## src/rtl/dmem_stage_if.sv

```systemverilog
// Bus between the execute stage and the data-memory stage: request fields in,
// registered load result and completion/stall status out.
interface dmem_stage_if;
    logic [31:0] address;
    logic [31:0] writedata;
    logic        memread;
    logic        memwrite;
    logic [2:0]  funct3;
    logic [31:0] readdata;
    logic        valid;
    logic        fault;
    logic        stall;

    modport master (
        output address, writedata, memread, memwrite, funct3,
        input  readdata, valid, fault, stall
    );

    modport slave (
        input  address, writedata, memread, memwrite, funct3,
        output readdata, valid, fault, stall
    );
endinterface

```

## src/rtl/dmem_stage.sv

```systemverilog
// Multi-cycle data-memory stage with programmable wait states and upstream stall.
// Define DMEM_SUBWORD_EN to build byte/half loads and stores; otherwise only LW/SW are legal.
//
// state  | meaning
// IDLE   | waiting for memread/memwrite; requests are checked and latched here
// BUSY   | wait-state countdown; memory access happens on the edge where count is 0
// DONE   | valid (and fault) pulse; returns to IDLE unconditionally
module dmem_stage #(
    parameter int DEPTH_WORDS = 128,
    parameter int LATENCY     = 2
) (
    input  logic        clk,
    input  logic        rst,
    dmem_stage_if.slave bus
);
    localparam int IDX_W = (DEPTH_WORDS > 1) ? $clog2(DEPTH_WORDS) : 1;

    localparam logic [1:0] S_IDLE = 2'd0;
    localparam logic [1:0] S_BUSY = 2'd1;
    localparam logic [1:0] S_DONE = 2'd2;

    logic [1:0]       r_state;
    logic [3:0]       r_count;
    logic [IDX_W-1:0] r_idx;
    logic [31:0]      r_wdata;
    logic             r_read;
    logic             r_write;
    logic             r_fault;
    logic [31:0]      r_readdata;
`ifdef DMEM_SUBWORD_EN
    logic [1:0]       r_lane;
    logic [2:0]       r_funct3;
    logic [7:0]       w_byte;
    logic [15:0]      w_half;
`endif

    logic        w_req;
    logic        w_fault;
    logic        w_range_bad;
    logic        w_align_bad;
    logic        w_f3_bad;
    logic        w_mem_we;
    logic [31:0] w_word;
    logic [31:0] w_load;
    logic [31:0] w_store;
    logic [31:0] w_words [DEPTH_WORDS];

    assign w_req       = bus.memread | bus.memwrite;
    assign w_range_bad = {2'b00, bus.address[31:2]} >= 32'(DEPTH_WORDS);

`ifdef DMEM_SUBWORD_EN
    // Unsigned sizes (BU/HU) exist only for loads.
    always_comb begin
        w_align_bad = 1'b0;
        w_f3_bad    = 1'b0;
        case (bus.funct3)
            3'd0: w_align_bad = 1'b0;
            3'd1: w_align_bad = bus.address[0];
            3'd2: w_align_bad = |bus.address[1:0];
            3'd4: w_f3_bad    = bus.memwrite;
            3'd5: begin
                w_align_bad = bus.address[0];
                w_f3_bad    = bus.memwrite;
            end
            default: w_f3_bad = 1'b1;
        endcase
    end
`else
    assign w_align_bad = |bus.address[1:0];
    assign w_f3_bad    = bus.funct3 != 3'd2;
`endif

    assign w_fault = (bus.memread & bus.memwrite) | w_range_bad | w_align_bad | w_f3_bad;

    assign w_word = w_words[r_idx];

`ifdef DMEM_SUBWORD_EN
    always_comb begin
        w_byte = w_word[{r_lane, 3'b000} +: 8];
        w_half = r_lane[1] ? w_word[31:16] : w_word[15:0];
        case (r_funct3)
            3'd0:    w_load = {{24{w_byte[7]}}, w_byte};
            3'd1:    w_load = {{16{w_half[15]}}, w_half};
            3'd4:    w_load = {24'd0, w_byte};
            3'd5:    w_load = {16'd0, w_half};
            default: w_load = w_word;
        endcase
        // Sub-word stores merge into the current word so untouched lanes survive.
        w_store = w_word;
        case (r_funct3)
            3'd0: w_store[{r_lane, 3'b000} +: 8] = r_wdata[7:0];
            3'd1: begin
                if (r_lane[1]) w_store[31:16] = r_wdata[15:0];
                else           w_store[15:0]  = r_wdata[15:0];
            end
            default: w_store = r_wdata;
        endcase
    end
`else
    assign w_load  = w_word;
    assign w_store = r_wdata;
`endif

    assign w_mem_we = !rst && (r_state == S_BUSY) && (r_count == 4'd0) && r_write;

    // Each word powers up holding its own index and ignores rst.
    for (genvar g = 0; g < DEPTH_WORDS; g++) begin : g_word
        logic [31:0] r_word = 32'(g);
        always_ff @(posedge clk) begin
            if (w_mem_we && (r_idx == IDX_W'(g))) begin
                r_word <= w_store;
            end
        end
        assign w_words[g] = r_word;
    end

    always_ff @(posedge clk) begin
        if (rst) begin
            r_state    <= S_IDLE;
            r_count    <= 4'd0;
            r_readdata <= 32'd0;
            r_fault    <= 1'b0;
            r_read     <= 1'b0;
            r_write    <= 1'b0;
        end else begin
            case (r_state)
                S_IDLE: begin
                    if (w_req) begin
                        r_idx   <= bus.address[IDX_W+1:2];
                        r_wdata <= bus.writedata;
                        r_read  <= bus.memread;
                        r_write <= bus.memwrite;
                        r_fault <= w_fault;
`ifdef DMEM_SUBWORD_EN
                        r_lane   <= bus.address[1:0];
                        r_funct3 <= bus.funct3;
`endif
                        if (w_fault) begin
                            if (bus.memread) r_readdata <= 32'd0;
                            r_state <= S_DONE;
                        end else begin
                            r_count <= 4'(LATENCY);
                            r_state <= S_BUSY;
                        end
                    end
                end
                S_BUSY: begin
                    if (r_count != 4'd0) begin
                        r_count <= r_count - 4'd1;
                    end else begin
                        if (r_read) r_readdata <= w_load;
                        r_state <= S_DONE;
                    end
                end
                S_DONE: begin
                    r_fault <= 1'b0;
                    r_state <= S_IDLE;
                end
                default: r_state <= S_IDLE;
            endcase
        end
    end

    assign bus.readdata = r_readdata;
    assign bus.valid    = (r_state == S_DONE);
    assign bus.fault    = (r_state == S_DONE) & r_fault;
    assign bus.stall    = !rst & (((r_state == S_IDLE) & w_req) | (r_state == S_BUSY));
endmodule
```

## src/flat_wrapper.sv

```systemverilog
// flat-port wrapper written by rule: the top's interface ports become plain ports
module dmem_stage_flat 
#(
    parameter int DEPTH_WORDS = 128,
    parameter int LATENCY     = 2
)
  (clk, rst, bus_address, bus_writedata, bus_memread, bus_memwrite, bus_funct3, bus_readdata, bus_valid, bus_fault, bus_stall);
  dmem_stage_if bus_i ();
  input  logic clk;
  input  logic rst;
  input wire logic [$bits(bus_i.address)-1:0] bus_address;
  input wire logic [$bits(bus_i.writedata)-1:0] bus_writedata;
  input wire logic [$bits(bus_i.memread)-1:0] bus_memread;
  input wire logic [$bits(bus_i.memwrite)-1:0] bus_memwrite;
  input wire logic [$bits(bus_i.funct3)-1:0] bus_funct3;
  output wire logic [$bits(bus_i.readdata)-1:0] bus_readdata;
  output wire logic [$bits(bus_i.valid)-1:0] bus_valid;
  output wire logic [$bits(bus_i.fault)-1:0] bus_fault;
  output wire logic [$bits(bus_i.stall)-1:0] bus_stall;
  assign bus_i.address = bus_address;
  assign bus_i.writedata = bus_writedata;
  assign bus_i.memread = bus_memread;
  assign bus_i.memwrite = bus_memwrite;
  assign bus_i.funct3 = bus_funct3;
  assign bus_readdata = bus_i.readdata;
  assign bus_valid = bus_i.valid;
  assign bus_fault = bus_i.fault;
  assign bus_stall = bus_i.stall;
  dmem_stage #(.DEPTH_WORDS(DEPTH_WORDS), .LATENCY(LATENCY)) u_core (.clk(clk), .rst(rst), .bus(bus_i));
endmodule
```

## config.mk

```make
export PLATFORM = sky130hd
export DESIGN_NAME = dmem_stage_flat
export DESIGN_NICKNAME = d
export VERILOG_FILES = /design/src/rtl/dmem_stage_if.sv /design/src/rtl/dmem_stage.sv /design/src/flat_wrapper.sv
export SDC_FILE = /design/constraint.sdc
export NUM_CORES = 2
export LEC_CHECK = 0
export CORE_AREA = 2 2 634 636
export CTS_BUF_LIST = sky130_fd_sc_hd__clkbuf_8 sky130_fd_sc_hd__clkbuf_16
export DETAILED_ROUTE_END_ITERATION = 6
export DIE_AREA = 0 0 636 638
export PLACE_DENSITY = 0.64
export SLEW_MARGIN = 15
export SYNTH_ARGS = -nofsm -noshare
export SYNTH_HDL_FRONTEND = slang
export SYNTH_SLANG_ARGS = --single-unit
```

## constraint.sdc

```tcl
create_clock -name clk -period 8.05 [get_ports clk]
set_clock_uncertainty 0.2 [all_clocks]
set_input_delay 1.61 -clock clk [delete_from_list [all_inputs] [get_ports clk]]
set_output_delay 1.61 -clock clk [all_outputs]
set_load 0.05 [all_outputs]
```

# Yosys cells after proc, flatten, opt, wreduce, memory -nomap -nowiden
# Cells that the tools add are included.
# word_totals
register_bits,4176
latchBits,0
mem_bits_rw,0
mem_bits_ro,0
input_bits,71
output_inout_bits,35
elab_cells,451
memories,0
# classes
n_addsub,1
mul,0
div,0
n_lt_le_gt_ge,2
n_eq_ne,137
shifts,0
muxes,19
bitwise_logic,11
reduce_logical,145
# op_table
cell,n
equality test 7 bit (second input constant),64
binary-select mux 32 bit (select 7 bit),1
equality test 7 x 6 -> 1 bit (second input constant),32
two-way mux 32 bit,7
logical AND 1 bit,131
equality test 7 x 5 -> 1 bit (second input constant),16
one-hot mux 32 bit (2 select lines),1
equality test 7 x 4 -> 1 bit (second input constant),8
greater-or-equal comparator 30 x 8 -> 1 bit (second input constant),1
equality test 7 x 3 -> 1 bit (second input constant),4
equality test 7 x 2 -> 1 bit (second input constant),2
two-way mux 4 bit,3
greater-or-equal comparator 8 bit (second input constant),1
inequality test 2 bit (second input constant),4
NOT 7 -> 8 bit,1
one-hot mux 4 bit (2 select lines),1
equality test 7 x 1 -> 1 bit (second input constant),1
logical NOT 7 bit,1
two-way mux 2 bit,3
inequality test 2 x 1 -> 1 bit (second input constant),3
AND reduction 2 bit,3
AND reduction 6 bit,1
bitwise OR 1 bit,5
AND 1 bit,4
16 further kinds,17

# Logic depth before layout (Yosys ltp)
# depth
word_depth,7
mapped_depth,12

# Worst setup path after synthesis
# Ideal clock, no wire load.
# synth_path
kind,input to register
startpoint,input port rst
endpoint,register u_core.r_idx[0] (enable)
setup_time_ns,0.533
arrival_time_ns,5.584
t_required_ns,7.317
slack_ns,1.734
stages,2
cell_sequence,buf_1 > nor4_1
# synth_via
elab_chain_len,2
# synth_lines
element,line,source
"start, declared",flat_wrapper.sv:10,input logic rst;
NOT 1 bit (no line),--,
AND reduction 3 bit (no line),--,
"end signal, assigned",dmem_stage.sv:129,r_idx <= bus.address[IDX_W+1:2];
"end, declared",dmem_stage.sv:24,logic [IDX_W-1:0] r_idx;
# Every way passes these cells.
# A chain may end at the register's enable or synchronous reset.

# Worst setup path in the final report
# layout_path
startpoint,input port rst
endpoint,output port bus_stall
# layout_via
elab_chain_len,2
# layout_lines
element,line,source
logical NOT 1 bit,dmem_stage.sv:167,assign bus.stall = !rst & (((r_state == S_IDLE) & w_req) | (r_state == S_BUSY));
AND 1 bit,dmem_stage.sv:167,
"end, declared",flat_wrapper.sv:19,output wire logic [$bits(bus_i.stall)-1:0] bus_stall;
# Every way passes these cells.

==> reports/metrics.cfg <==
[timing]
hold_viol=0
fin_tns_setup_ns=0
fmax_mhz=184
rsz0062_at_grt=no
drv_slew=24
max-slew-margin-rel_pct=-2.47
worst_pin_slew_ns=1.54
fin_crit_ns=5.43
final-setup-viol-count=0
worst_hold_slack_ns=0.337
timing.final.crit_share_pct=67.5

[setup_path]
crit_required_ns=6.24
crit_cells=3
cp_top_family=buffers and inverters
critPathCaptureType=output pin
path_cells=clkdlybuf4s50_1, a211oi_1, clkdlybuf4s50_1
critPathBufInv=2
cp_slowest_cell=clkdlybuf4s50_1
crit_path_max_incr_delay_ns=0.87
crit_top_cell=clkdlybuf4s50_1
critPathLaunchType=input pin
crit_type=in -> out
crit_arrival_ns=3.62
r2r_cells=6
cp_max_fo=12

[clock_tree]
cts_num_sinks=4176
clock_latency_ns=1.02
cts_resized=0
cts_buffers=416
postCtsSetupRepairBufs=0
htree_levels=5
cts_tree=yes
hold_buffers=0
root_buffer=clkbuf_16
cts.clk_slew.worst_paths_ns=0.06
clockBufferDepth=4

[power_and_ir_drop]
ir_drop_v=0.000201
p_leak_nw=55.8
p_per_area_nw_per_um2=250

[die]
core_um2=399000
rows=232
die_x_um=636
die_y_um=638
initial_utilization_pct=39.9
die_area_um2=406000
io_pins=106

[finish]
layout.nets=7173
n_fill_cell=32391
syn_to_final_growth_pct=13.9
fin_util_pct=45.4
drive_above_1_share_pct=26.4

[route]
drt_wl_total_um=448000
postRouteAntennaNets=0
first_pass_iters=7
drt_first_iter_violations=13076
post-route-drc-count=22
via_per_inst=5.99
wl_per_cell_um=35.2
routed-via-count=76284

[placed_design]
place.gp.congestion=0.980
port_buffers=105
hpwl_um=262000

[yosys]
synthArstFlopShare_pct=0
synth_warnings=0
syn_avg_cell_area_um2=23.4
ys_top_cells_by_area=edfxtp_1 (78%), mux4_2 (15%), mux2i_1 (1.8%)
synthCells=6790
synthFlopType=edfxtp_1
yosys_register_bits=4176
syn_area_um2=159000
synth_top_area_share_pct=78.2
synth-edff-count=4135
synth.yosys.seq_area_share_pct=78.7
yosys.area.top_type=edfxtp_1
synth.distinct_cells=56
synthesis.nets=6863

[grt]
grt_pass1_wl_um=614000
grt_max_degree=130
track_usage_pct=21.7
grt_pass1_vias=74664
overflow=0
antenna_found_initial=33

[hold_path]
hp-class=reg -> reg
min_path_cells=2

[status]
violations=design-rule violations, max-slew violations
status=complete, but fails checks

[job]
cap_violations=0

==> path summary, 6_finish.rpt <==
path,end,slack [ns],start
hold reg to reg,u_core.r_fault$_SDFFE_PP0P_,0.34,u_core.r_fault$_SDFFE_PP0P_
setup / recovery,bus_stall,2.62,rst
hold / removal,u_core.r_fault$_SDFFE_PP0P_,0.34,u_core.r_fault$_SDFFE_PP0P_
setup reg to reg,u_core.g_word[53].r_word[29]$_DFFE_PP_,2.81,u_core.r_idx[2]$_DFFE_PP_
==> worst reg2reg max path, delay by kind of cell, from the launching register on <==
| kind | cells | cell delay (ns) |
|---|---|---|
| AND/OR/NAND/NOR | 3 | 2.79 |
| buffers and inverters | 3 | 1.50 |
| flip-flops | 1 | 0.34 |
==> stage by stage <==
stage	area, um^2	instances	power, mW	worst slack [ns]
after floorplan	159000	6790	25.6	1.73
final	181000	12726	45.3	2.62
after detailed placement	167000	11935	26.7	1.97
after global placement	167000	11933	26.6	1.95
after CTS	181000	12705	45.5	2.63
after global routing	181000	12719	46.4	2.54
==> cell families after synthesis <==
group | Yosys count | share of synthesized area [%]
DFF | 4176 | 78.7
muxes | 1337 | 16.6
AOI/OAI and AO/OA | 498 | 2.32
buffers and inverters | 391 | 1.30
and+or+nand+nor | 384 | 1.07
xor gates and xnor gates | 2 | 0.0110
adders and majority gates | 2 | 0.0158
==> power breakdown <==
group | leakage (nW) | internal, mW | total (mW) | switching, mW
Combinational | 11.4 | 0.714 | 2.30 | 1.58
Clock | 6.88 | 10.7 | 19.1 | 8.32
Sequential | 37.5 | 23.9 | 23.9 | 0.0250
==> synth_stat cells (all sizes together), types with 2 or more instances <==
master,instances
o221ai,9
a22o,64
a31oi,13
edfxtp,4135
or2,2
o211ai,17
nand4,11
xor2,2
a22oi,144
a2111oi,10
and4b,2
o22ai,35
a221oi,50
mux2,11
nor2b,18
nor3,12
inv,7
a2bb2oi,2
nor4,15
mux4,1037
clkbuf,115
and2,5
o21ai,23
buf,269
a211oi,26
nand3,22
ha,2
and3,2
o2bb2ai,16
nor4b,2
nand2,112
o22a,2
a32oi,7
mux2i,289
nor2,167
nand2b,9
a21oi,66
dfxtp,41
o211a,10
==> placed cells by master, fill, tap and decap left out, types with 13 or more instances in the layout <==
| cell type | n |
|---|---|
| clkinv_1 | 104 |
| clkdlybuf4s50_1 | 105 |
| nor4_1 | 13 |
| nand2_2 | 16 |
| o2bb2ai_1 | 16 |
| edfxtp_1 | 4135 |
| a22oi_1 | 144 |
| a211oi_1 | 26 |
| o211ai_1 | 17 |
| buf_12 | 45 |
| a21oi_1 | 65 |
| inv_1 | 90 |
| nor2b_1 | 14 |
| a221oi_1 | 49 |
| nor2_4 | 130 |
| dfxtp_1 | 41 |
| a22o_1 | 64 |
| o21ai_0 | 13 |
| a31oi_1 | 13 |
| nor2_1 | 35 |
| clkinv_2 | 78 |
| nand3_1 | 22 |
| nand2_1 | 96 |
| o22ai_1 | 35 |
| clkbuf_16 | 419 |
| mux2i_1 | 289 |
| buf_4 | 120 |
| mux4_2 | 1037 |
| bufinv_16 | 39 |
==> state kept, by name, summed over array words and instances (netlist names) <==
| name | cells |
|---|---|
| u_core.g_word.r_word | 4096 |
| u_core.bus.readdata | 32 |
| u_core.r_wdata | 32 |
| u_core.r_idx | 7 |
| u_core.r_count | 4 |
| u_core.r_state | 2 |
| u_core.r_fault | 1 |
| u_core.r_read | 1 |
| u_core.r_write | 1 |
==> area by class of cell <==
cell class	instances	area [um^2]	share of cell area, %
Sequential cell	4176	125000	69.1
Multi-Input combinational cell	2223	32900	18.2
Clock buffer	419	10500	5.80
Clock inverter	351	2900	1.61
Timing Repair Buffer	276	2970	1.64
Tap cell	5265	6590	3.64
Antenna cell	9	22.5	0.0124
Inverter	7	26.3	0.0145
==> routing by layer <==
metal,vias to the layer above,routed length [um],global-route usage [%]
met5,-,187,0
li1,29874,-,-
met1,40854,166000,29.1
met4,16,23400,9.95
met3,809,51100,5.59
met2,4731,207000,33.5
No activity file was read; power rests on OpenSTA's default activity.
